[src/rtl/mem_arb_pkg.sv]
// Shared types and constants for the CPU / SD-DMA data-memory arbiter.
// Imported by the arbiter top and its pick sub-module.
package mem_arb_pkg;

  typedef enum logic [1:0] {
    IDLE  = 2'd0,
    ISSUE = 2'd1,
    RESP  = 2'd2
  } arb_state_e;

  localparam logic OWN_CPU = 1'b0;
  localparam logic OWN_DMA = 1'b1;

  localparam int DEFAULT_TIMEOUT     = 1024;
  localparam int DEFAULT_MAX_CPU_RUN = 4;

  localparam int TMO_W = 11;
  localparam int RUN_W = 4;

  // Saturating increment for the CPU run counter.
  function automatic logic [RUN_W-1:0] run_inc(input logic [RUN_W-1:0] run);
    logic [RUN_W-1:0] nxt;
    nxt = (run == {RUN_W{1'b1}}) ? run : run + 1'b1;
    return nxt;
  endfunction

endpackage

[src/rtl/mem_arb_pick.sv]
// Combinational pick: CPU priority, except DMA wins once the CPU has
// taken MAX_CPU_RUN consecutive grants while DMA was waiting.
module mem_arb_pick
  import mem_arb_pkg::*;
#(
  parameter int MAX_CPU_RUN = DEFAULT_MAX_CPU_RUN
) (
  input  logic             cpu_valid,
  input  logic             dma_valid,
  input  logic [RUN_W-1:0] cpu_run,
  output logic             grant_valid,
  output logic             owner
);

  logic dma_turn;

  assign dma_turn = (cpu_run == RUN_W'(MAX_CPU_RUN));

  always_comb begin
    grant_valid = cpu_valid | dma_valid;
    owner       = OWN_CPU;
    if (dma_valid && (!cpu_valid || dma_turn)) begin
      owner = OWN_DMA;
    end
  end

endmodule

[src/rtl/sd_dma_mem_arbiter.sv]
// Serializes CPU load/store and SD DMA requests onto one data-memory port,
// with CPU priority, bounded DMA starvation and a per-access ack timeout.
module sd_dma_mem_arbiter
  import mem_arb_pkg::*;
#(
  parameter int ADDR_W      = 32,
  parameter int DATA_W      = 32,
  parameter int MAX_CPU_RUN = DEFAULT_MAX_CPU_RUN,
  parameter int TIMEOUT     = DEFAULT_TIMEOUT
) (
  input  logic              clk,
  input  logic              rst,
  // CPU load/store path
  input  logic [ADDR_W-1:0] cpu_addr,
  input  logic [DATA_W-1:0] cpu_wdata,
  input  logic              cpu_read,
  input  logic              cpu_write,
  output logic              cpu_ready,
  output logic [DATA_W-1:0] cpu_rdata,
  output logic              cpu_err,
  // SD DMA engine
  input  logic [ADDR_W-1:0] dma_addr,
  input  logic [DATA_W-1:0] dma_wdata,
  input  logic              dma_read,
  input  logic              dma_write,
  output logic              dma_ready,
  output logic [DATA_W-1:0] dma_rdata,
  output logic              dma_err,
  // Memory port
  output logic [ADDR_W-1:0] mem_addr,
  output logic [DATA_W-1:0] mem_wdata,
  output logic              mem_re,
  output logic              mem_we,
  input  logic              mem_ack,
  input  logic [DATA_W-1:0] mem_rdata,
  // Status
  output logic              grant_dma,
  output logic              busy,
  output logic [1:0]        state_dbg
);

  // Handshake: each requester holds read/write, addr and wdata as levels
  // until it sees its one-cycle ready pulse; the request is served exactly
  // once because arbitration only happens in IDLE, after the RESP cycle.

  localparam logic [TMO_W-1:0] TMO_LAST = TMO_W'(TIMEOUT - 1);

  arb_state_e        state_q, state_d;
  logic              owner_q, owner_d;
  logic [ADDR_W-1:0] mem_addr_q, mem_addr_d;
  logic [DATA_W-1:0] mem_wdata_q, mem_wdata_d;
  logic              mem_re_q, mem_re_d;
  logic              mem_we_q, mem_we_d;
  logic [TMO_W-1:0]  tmo_cnt_q, tmo_cnt_d;
  logic [RUN_W-1:0]  cpu_run_q, cpu_run_d;
  logic              busy_q, busy_d;
  logic              cpu_ready_q, cpu_ready_d;
  logic [DATA_W-1:0] cpu_rdata_q, cpu_rdata_d;
  logic              cpu_err_q, cpu_err_d;
  logic              dma_ready_q, dma_ready_d;
  logic [DATA_W-1:0] dma_rdata_q, dma_rdata_d;
  logic              dma_err_q, dma_err_d;

  logic              cpu_valid, dma_valid;
  logic              grant_valid, pick_owner;
  logic              sel_write;
  logic [ADDR_W-1:0] sel_addr;
  logic [DATA_W-1:0] sel_wdata;

  logic              resp_fire;
  logic              resp_err;
  logic [DATA_W-1:0] resp_data;

  assign cpu_valid = cpu_read | cpu_write;
  assign dma_valid = dma_read | dma_write;

  mem_arb_pick #(
    .MAX_CPU_RUN (MAX_CPU_RUN)
  ) u_pick (
    .cpu_valid   (cpu_valid),
    .dma_valid   (dma_valid),
    .cpu_run     (cpu_run_q),
    .grant_valid (grant_valid),
    .owner       (pick_owner)
  );

  // Write wins when a requester raises both read and write.
  assign sel_write = (pick_owner == OWN_DMA) ? dma_write : cpu_write;
  assign sel_addr  = (pick_owner == OWN_DMA) ? dma_addr  : cpu_addr;
  assign sel_wdata = (pick_owner == OWN_DMA) ? dma_wdata : cpu_wdata;

  always_comb begin
    state_d     = state_q;
    owner_d     = owner_q;
    mem_addr_d  = mem_addr_q;
    mem_wdata_d = mem_wdata_q;
    mem_re_d    = mem_re_q;
    mem_we_d    = mem_we_q;
    tmo_cnt_d   = tmo_cnt_q;
    cpu_run_d   = cpu_run_q;
    busy_d      = busy_q;
    cpu_ready_d = 1'b0;
    cpu_rdata_d = cpu_rdata_q;
    cpu_err_d   = cpu_err_q;
    dma_ready_d = 1'b0;
    dma_rdata_d = dma_rdata_q;
    dma_err_d   = dma_err_q;
    resp_fire   = 1'b0;
    resp_err    = 1'b0;
    resp_data   = '0;

    unique case (state_q)
      IDLE: begin
        // The run counter only measures CPU grants taken while DMA waits.
        if (!dma_valid) begin
          cpu_run_d = '0;
        end else if (grant_valid && (pick_owner == OWN_DMA)) begin
          cpu_run_d = '0;
        end else if (grant_valid) begin
          cpu_run_d = run_inc(cpu_run_q);
        end

        if (grant_valid) begin
          owner_d     = pick_owner;
          mem_addr_d  = sel_addr;
          mem_wdata_d = sel_wdata;
          mem_we_d    = sel_write;
          mem_re_d    = !sel_write;
          tmo_cnt_d   = '0;
          busy_d      = 1'b1;
          state_d     = ISSUE;
        end
      end

      ISSUE: begin
        if (mem_ack) begin
          resp_fire = 1'b1;
          resp_data = mem_rdata;
          resp_err  = 1'b0;
          mem_re_d  = 1'b0;
          mem_we_d  = 1'b0;
          state_d   = RESP;
        end else if (tmo_cnt_q == TMO_LAST) begin
          resp_fire = 1'b1;
          resp_data = '0;
          resp_err  = 1'b1;
          mem_re_d  = 1'b0;
          mem_we_d  = 1'b0;
          state_d   = RESP;
        end else begin
          tmo_cnt_d = tmo_cnt_q + 1'b1;
        end
      end

      RESP: begin
        busy_d  = 1'b0;
        state_d = IDLE;
      end

      default: begin
        busy_d   = 1'b0;
        mem_re_d = 1'b0;
        mem_we_d = 1'b0;
        state_d  = IDLE;
      end
    endcase

    // Completion is routed only to the latched owner.
    if (resp_fire) begin
      if (owner_q == OWN_DMA) begin
        dma_ready_d = 1'b1;
        dma_rdata_d = resp_data;
        dma_err_d   = resp_err;
      end else begin
        cpu_ready_d = 1'b1;
        cpu_rdata_d = resp_data;
        cpu_err_d   = resp_err;
      end
    end
  end

  always_ff @(posedge clk) begin
    if (rst) begin
      state_q     <= IDLE;
      owner_q     <= OWN_CPU;
      mem_addr_q  <= '0;
      mem_wdata_q <= '0;
      mem_re_q    <= 1'b0;
      mem_we_q    <= 1'b0;
      tmo_cnt_q   <= '0;
      cpu_run_q   <= '0;
      busy_q      <= 1'b0;
      cpu_ready_q <= 1'b0;
      cpu_rdata_q <= '0;
      cpu_err_q   <= 1'b0;
      dma_ready_q <= 1'b0;
      dma_rdata_q <= '0;
      dma_err_q   <= 1'b0;
    end else begin
      state_q     <= state_d;
      owner_q     <= owner_d;
      mem_addr_q  <= mem_addr_d;
      mem_wdata_q <= mem_wdata_d;
      mem_re_q    <= mem_re_d;
      mem_we_q    <= mem_we_d;
      tmo_cnt_q   <= tmo_cnt_d;
      cpu_run_q   <= cpu_run_d;
      busy_q      <= busy_d;
      cpu_ready_q <= cpu_ready_d;
      cpu_rdata_q <= cpu_rdata_d;
      cpu_err_q   <= cpu_err_d;
      dma_ready_q <= dma_ready_d;
      dma_rdata_q <= dma_rdata_d;
      dma_err_q   <= dma_err_d;
    end
  end

  assign cpu_ready = cpu_ready_q;
  assign cpu_rdata = cpu_rdata_q;
  assign cpu_err   = cpu_err_q;
  assign dma_ready = dma_ready_q;
  assign dma_rdata = dma_rdata_q;
  assign dma_err   = dma_err_q;
  assign mem_addr  = mem_addr_q;
  assign mem_wdata = mem_wdata_q;
  assign mem_re    = mem_re_q;
  assign mem_we    = mem_we_q;
  assign grant_dma = owner_q;
  assign busy      = busy_q;
  assign state_dbg = state_q;

endmodule

[config.mk]
export PLATFORM = sky130hd
export DESIGN_NAME = sd_dma_mem_arbiter
export DESIGN_NICKNAME = d
export VERILOG_FILES = /design/src/rtl/mem_arb_pkg.sv /design/src/rtl/mem_arb_pick.sv /design/src/rtl/sd_dma_mem_arbiter.sv
export SDC_FILE = /design/constraint.sdc
export NUM_CORES = 1
export LEC_CHECK = 0
export CELL_PAD_IN_SITES_DETAIL_PLACEMENT = 0
export CELL_PAD_IN_SITES_GLOBAL_PLACEMENT = 1
export CORE_MARGIN = 2
export CORE_UTILIZATION = 25
export DETAILED_ROUTE_END_ITERATION = 10
export DONT_BUFFER_PORTS = 1
export PLACE_DENSITY = 0.51
export SLEW_MARGIN = 20
export SYNTH_ARGS = -nofsm -noshare
export SYNTH_HDL_FRONTEND = slang
export SYNTH_SLANG_ARGS = --single-unit
[constraint.sdc]
create_clock -name clk -period 1.7 [get_ports clk]
set_input_delay 0.255 -clock clk [delete_from_list [all_inputs] [get_ports clk]]
set_output_delay 0.255 -clock clk [all_outputs]
set_load 0.01 [all_outputs]
==> flow_summary.yaml <==
pwr:
  p_per_area_nw_per_um2: 1100
  total_power_mw: 9.32
  peakVddDrop_mv: 0.589
  power_leakage_nw: 3.15
synthesis:
  syn_inst: 751
  syn-cell-area_um2: 6900
  synth_nets: 921
  ys.flop_type: "dfxtp_1"
  seq_area_frac_synth_pct: 44.4
  synth_cell_type_count: 54
  ys_seq_elements: 153
  synth_edf_count: 0
  async_reset_ff_share_pct: 0
  ys_warn_count: 0
  avgSynthCellArea_um2: 9.18
route:
  routedWlPerCell_um: 21.3
  drc: 0
  vias_per_cell: 5.53
  antenna_left: 0
  drt_wl_total_mm: 23.3
  via_count: 6065
  firstDrtPassIters: 5
  first_iter_violations: 356
final_layout:
  drive_above_1_share_pct: 19.1
  final_common_cell: "dfxtp_1"
  syn_to_final_growth_pct: 22.4
  final_cell_mix: "144 x dfxtp_1, 77 x a21oi_1, 69 x nor2_1"
  final-seq-area_um2: 3080
  multiInputGateArea_um2: 3540
  fin_nets: 912
  fill_cells: 2780
grt:
  grt_antenna_before_repair: 1
  grt_max_degree: 155
  grt_usage_pct: 14.8
  grt_first_pass_wirelength_mm: 33.4
  grt-ovfl-total: 0
  grt_pass1_vias: 5741
placement:
  port_buffers: 0
  hpwl_mm: 14.2
  gp_congestion: 0.787
clock_tree:
  cts_sinks: 153
  cts.path.max_buffers: 2
  numCtsBuffers: 17
  clk_latency_ps: 430
  cts_tree: "yes"
  cts.htree.levels: 4
  path_clk_slew_ps: 80
  clockRootBuffer: "clkbuf_16"
worst_hold_path:
  hp-class: "in2reg"
run_status:
  status: "complete, but fails checks"
  violations: "negative hold slack, negative setup slack"
worst_setup_path:
  cp.arrival_ps: 2020
  slowest_stage: "dfxtp_2"
  start_kind: "flip-flop"
  slowest_delay_ps: 340
  crit_path_max_fanout: 8
  rrSetupSlack_ps: -20
  worstSetupPathType: "reg2reg"
  path_cells: "inv_2 -> ha_4 -> and3b_2 -> o22ai_4 -> buf_6 -> buf_12 -> mux2i_4 -> a211oi_2"
  endpoint_kind: "flip-flop"
  required_ps: 1990
timing:
  clock_skew_ps: 18.3
  tightest_slew_ps: 468
  fin_hold_ws_ps: -99.7
  slew_headroom_pct: 68.4
  fmax_mhz: 581
  slew_viol_final: 0
  finalHoldViolations: 111
  setup_ws_ps: -22.4
  period_minus_slack_ps: 1720
  fin_crit_sh_pct: 101
  rsz0062_at_grt: "true"
  setup_tns_ps: -29.7
  setup_violations: 3
floorplanning:
  rows: 60
  ioPinCount: 305
  die-width_um: 170
  start_util_pct: 25.5
  dieArea_um2: 28900
  die_h_um: 170
  core-area_um2: 27000
job:
  cap_violations: 0
final cells by class:
| cell class | instances | share of cell area (%) |
|---|---|---|
| multi-input cells | 497 | 41.9 |
| flip-flops and latches | 153 | 36.5 |
| repair buffers | 62 | 9.03 |
| clock buffers | 18 | 5.20 |
| well taps | 341 | 5.05 |
| clock inverters | 13 | 1.82 |
| inverters | 11 | 0.489 |
| diodes | 1 | 0.0296 |
state kept, by name, summed over array words and instances (netlist names):
register	count
mem_re	1
mem_we	1
cpu_run_q	4
tmo_cnt_q	11
busy	1
cpu_err	1
cpu_rdata	32
grant_dma	1
dma_rdata	32
cpu_ready	1
mem_addr	32
dma_ready	1
mem_wdata	32
dma_err	1
state_dbg	2
path summary, 6_finish.rpt:
kind	from	endpoint	depth (start not counted)
setup / recovery	cpu_run_q[0]$_SDFFE_PP0P_	mem_addr[29]$_SDFFE_PP0P_	8
hold / removal	rst	mem_wdata[13]$_SDFFE_PP0P_	1
setup reg to reg	cpu_run_q[0]$_SDFFE_PP0P_	mem_addr[29]$_SDFFE_PP0P_	8
hold reg to reg	tmo_cnt_q[10]$_SDFFE_PP0P_	tmo_cnt_q[10]$_SDFFE_PP0P_	1
where the power goes:
part	leakage, nW	switching (mW)	total (mW)	internal, mW
logic	1.60	0.719	1.29	0.567
registers	1.26	0.315	4.15	3.83
clock network	0.290	1.76	3.89	2.13
logic make-up (layout without fill, tap and decap cells):
group                      count (synthesis)  in the layout  share of synthesized area (%)
DFF                                      153            153                           44.4
and+or+nand+nor                          183            183                           14.1
AOI/OAI and AO/OA                        246            246                           24.5
adders and majority gates                  3              3                          0.544
buffers and inverters                    101            104                           6.98
muxes                                     65             65                           9.45
other                                      0              1                              0
critical path: cells and delay by family (launching register included):
| family | cells | cell delay (ps) |
|---|---|---|
| AND/OR/NAND/NOR | 1 | 220 |
| flip-flops | 1 | 340 |
| adder cells (fa/ha/maj) | 1 | 140 |
| AO/OA/AOI/OAI | 2 | 240 |
| buffers and inverters | 3 | 380 |
| multiplexers | 1 | 270 |
timing repair:
| action | in CTS | in global routing |
|---|---|---|
| cloned | 4 | 5 |
| pin swaps | 7 | 48 |
| endpoints found under the hold margin | 149 | 147 |
| resized for setup | 16 | 37 |
| endpoints found under the setup margin | 66 | 83 |
| buffers inserted | 7 | 7 |
stage by stage:
step | hold slack (ps) | cell area [µm²] | util [%] | instances | setup WS [ps]
floorplan | 429 | 6910 | - | 751 | 9.76
global placement | 341 | 7310 | 27.1 | 1041 | -212
detailed placement | 343 | 7310 | 27.1 | 1041 | -278
CTS | -123 | 8120 | 30.1 | 1083 | -26.5
global route | -141 | 8440 | 31.2 | 1096 | -83.7
finish | -99.7 | 8440 | 31.2 | 1096 | -22.4
Yosys cell counts (3+ instances only):
| cell type | n | area, µm² |
|---|---|---|
| nor2_1 | 70 | 263 |
| nand3_1 | 6 | 30.0 |
| a31oi_1 | 4 | 25.0 |
| o311ai_0 | 5 | 43.8 |
| a211oi_1 | 69 | 518 |
| o41ai_1 | 6 | 52.6 |
| o31ai_1 | 67 | 503 |
| ha_1 | 3 | 37.5 |
| buf_1 | 4 | 15.0 |
| inv_1 | 10 | 37.5 |
| nor3_1 | 7 | 35.0 |
| o21ai_0 | 3 | 15.0 |
| nor4_1 | 3 | 18.8 |
| nand4_1 | 68 | 425 |
| clkbuf_1 | 58 | 218 |
| a21oi_1 | 77 | 385 |
| buf_6 | 8 | 90.1 |
| dfxtp_1 | 153 | 3060 |
| mux2i_1 | 64 | 641 |
| buf_4 | 7 | 52.6 |
| nand2_1 | 7 | 26.3 |
| buf_2 | 12 | 60.1 |
per-layer routing:
layer | routed length (µm) | GRT usage (%) | share of wire (%) | vias up
met5 | 0 | 0 | 0 | -
met4 | 475 | 4.91 | 2.0 | 0
met3 | 1750 | 4.93 | 7.5 | 26
met2 | 12100 | 25.8 | 52 | 256
met1 | 9040 | 17.0 | 39 | 2925
li1 | - | - | - | 2858
No activity file was read; power rests on OpenSTA's default activity.
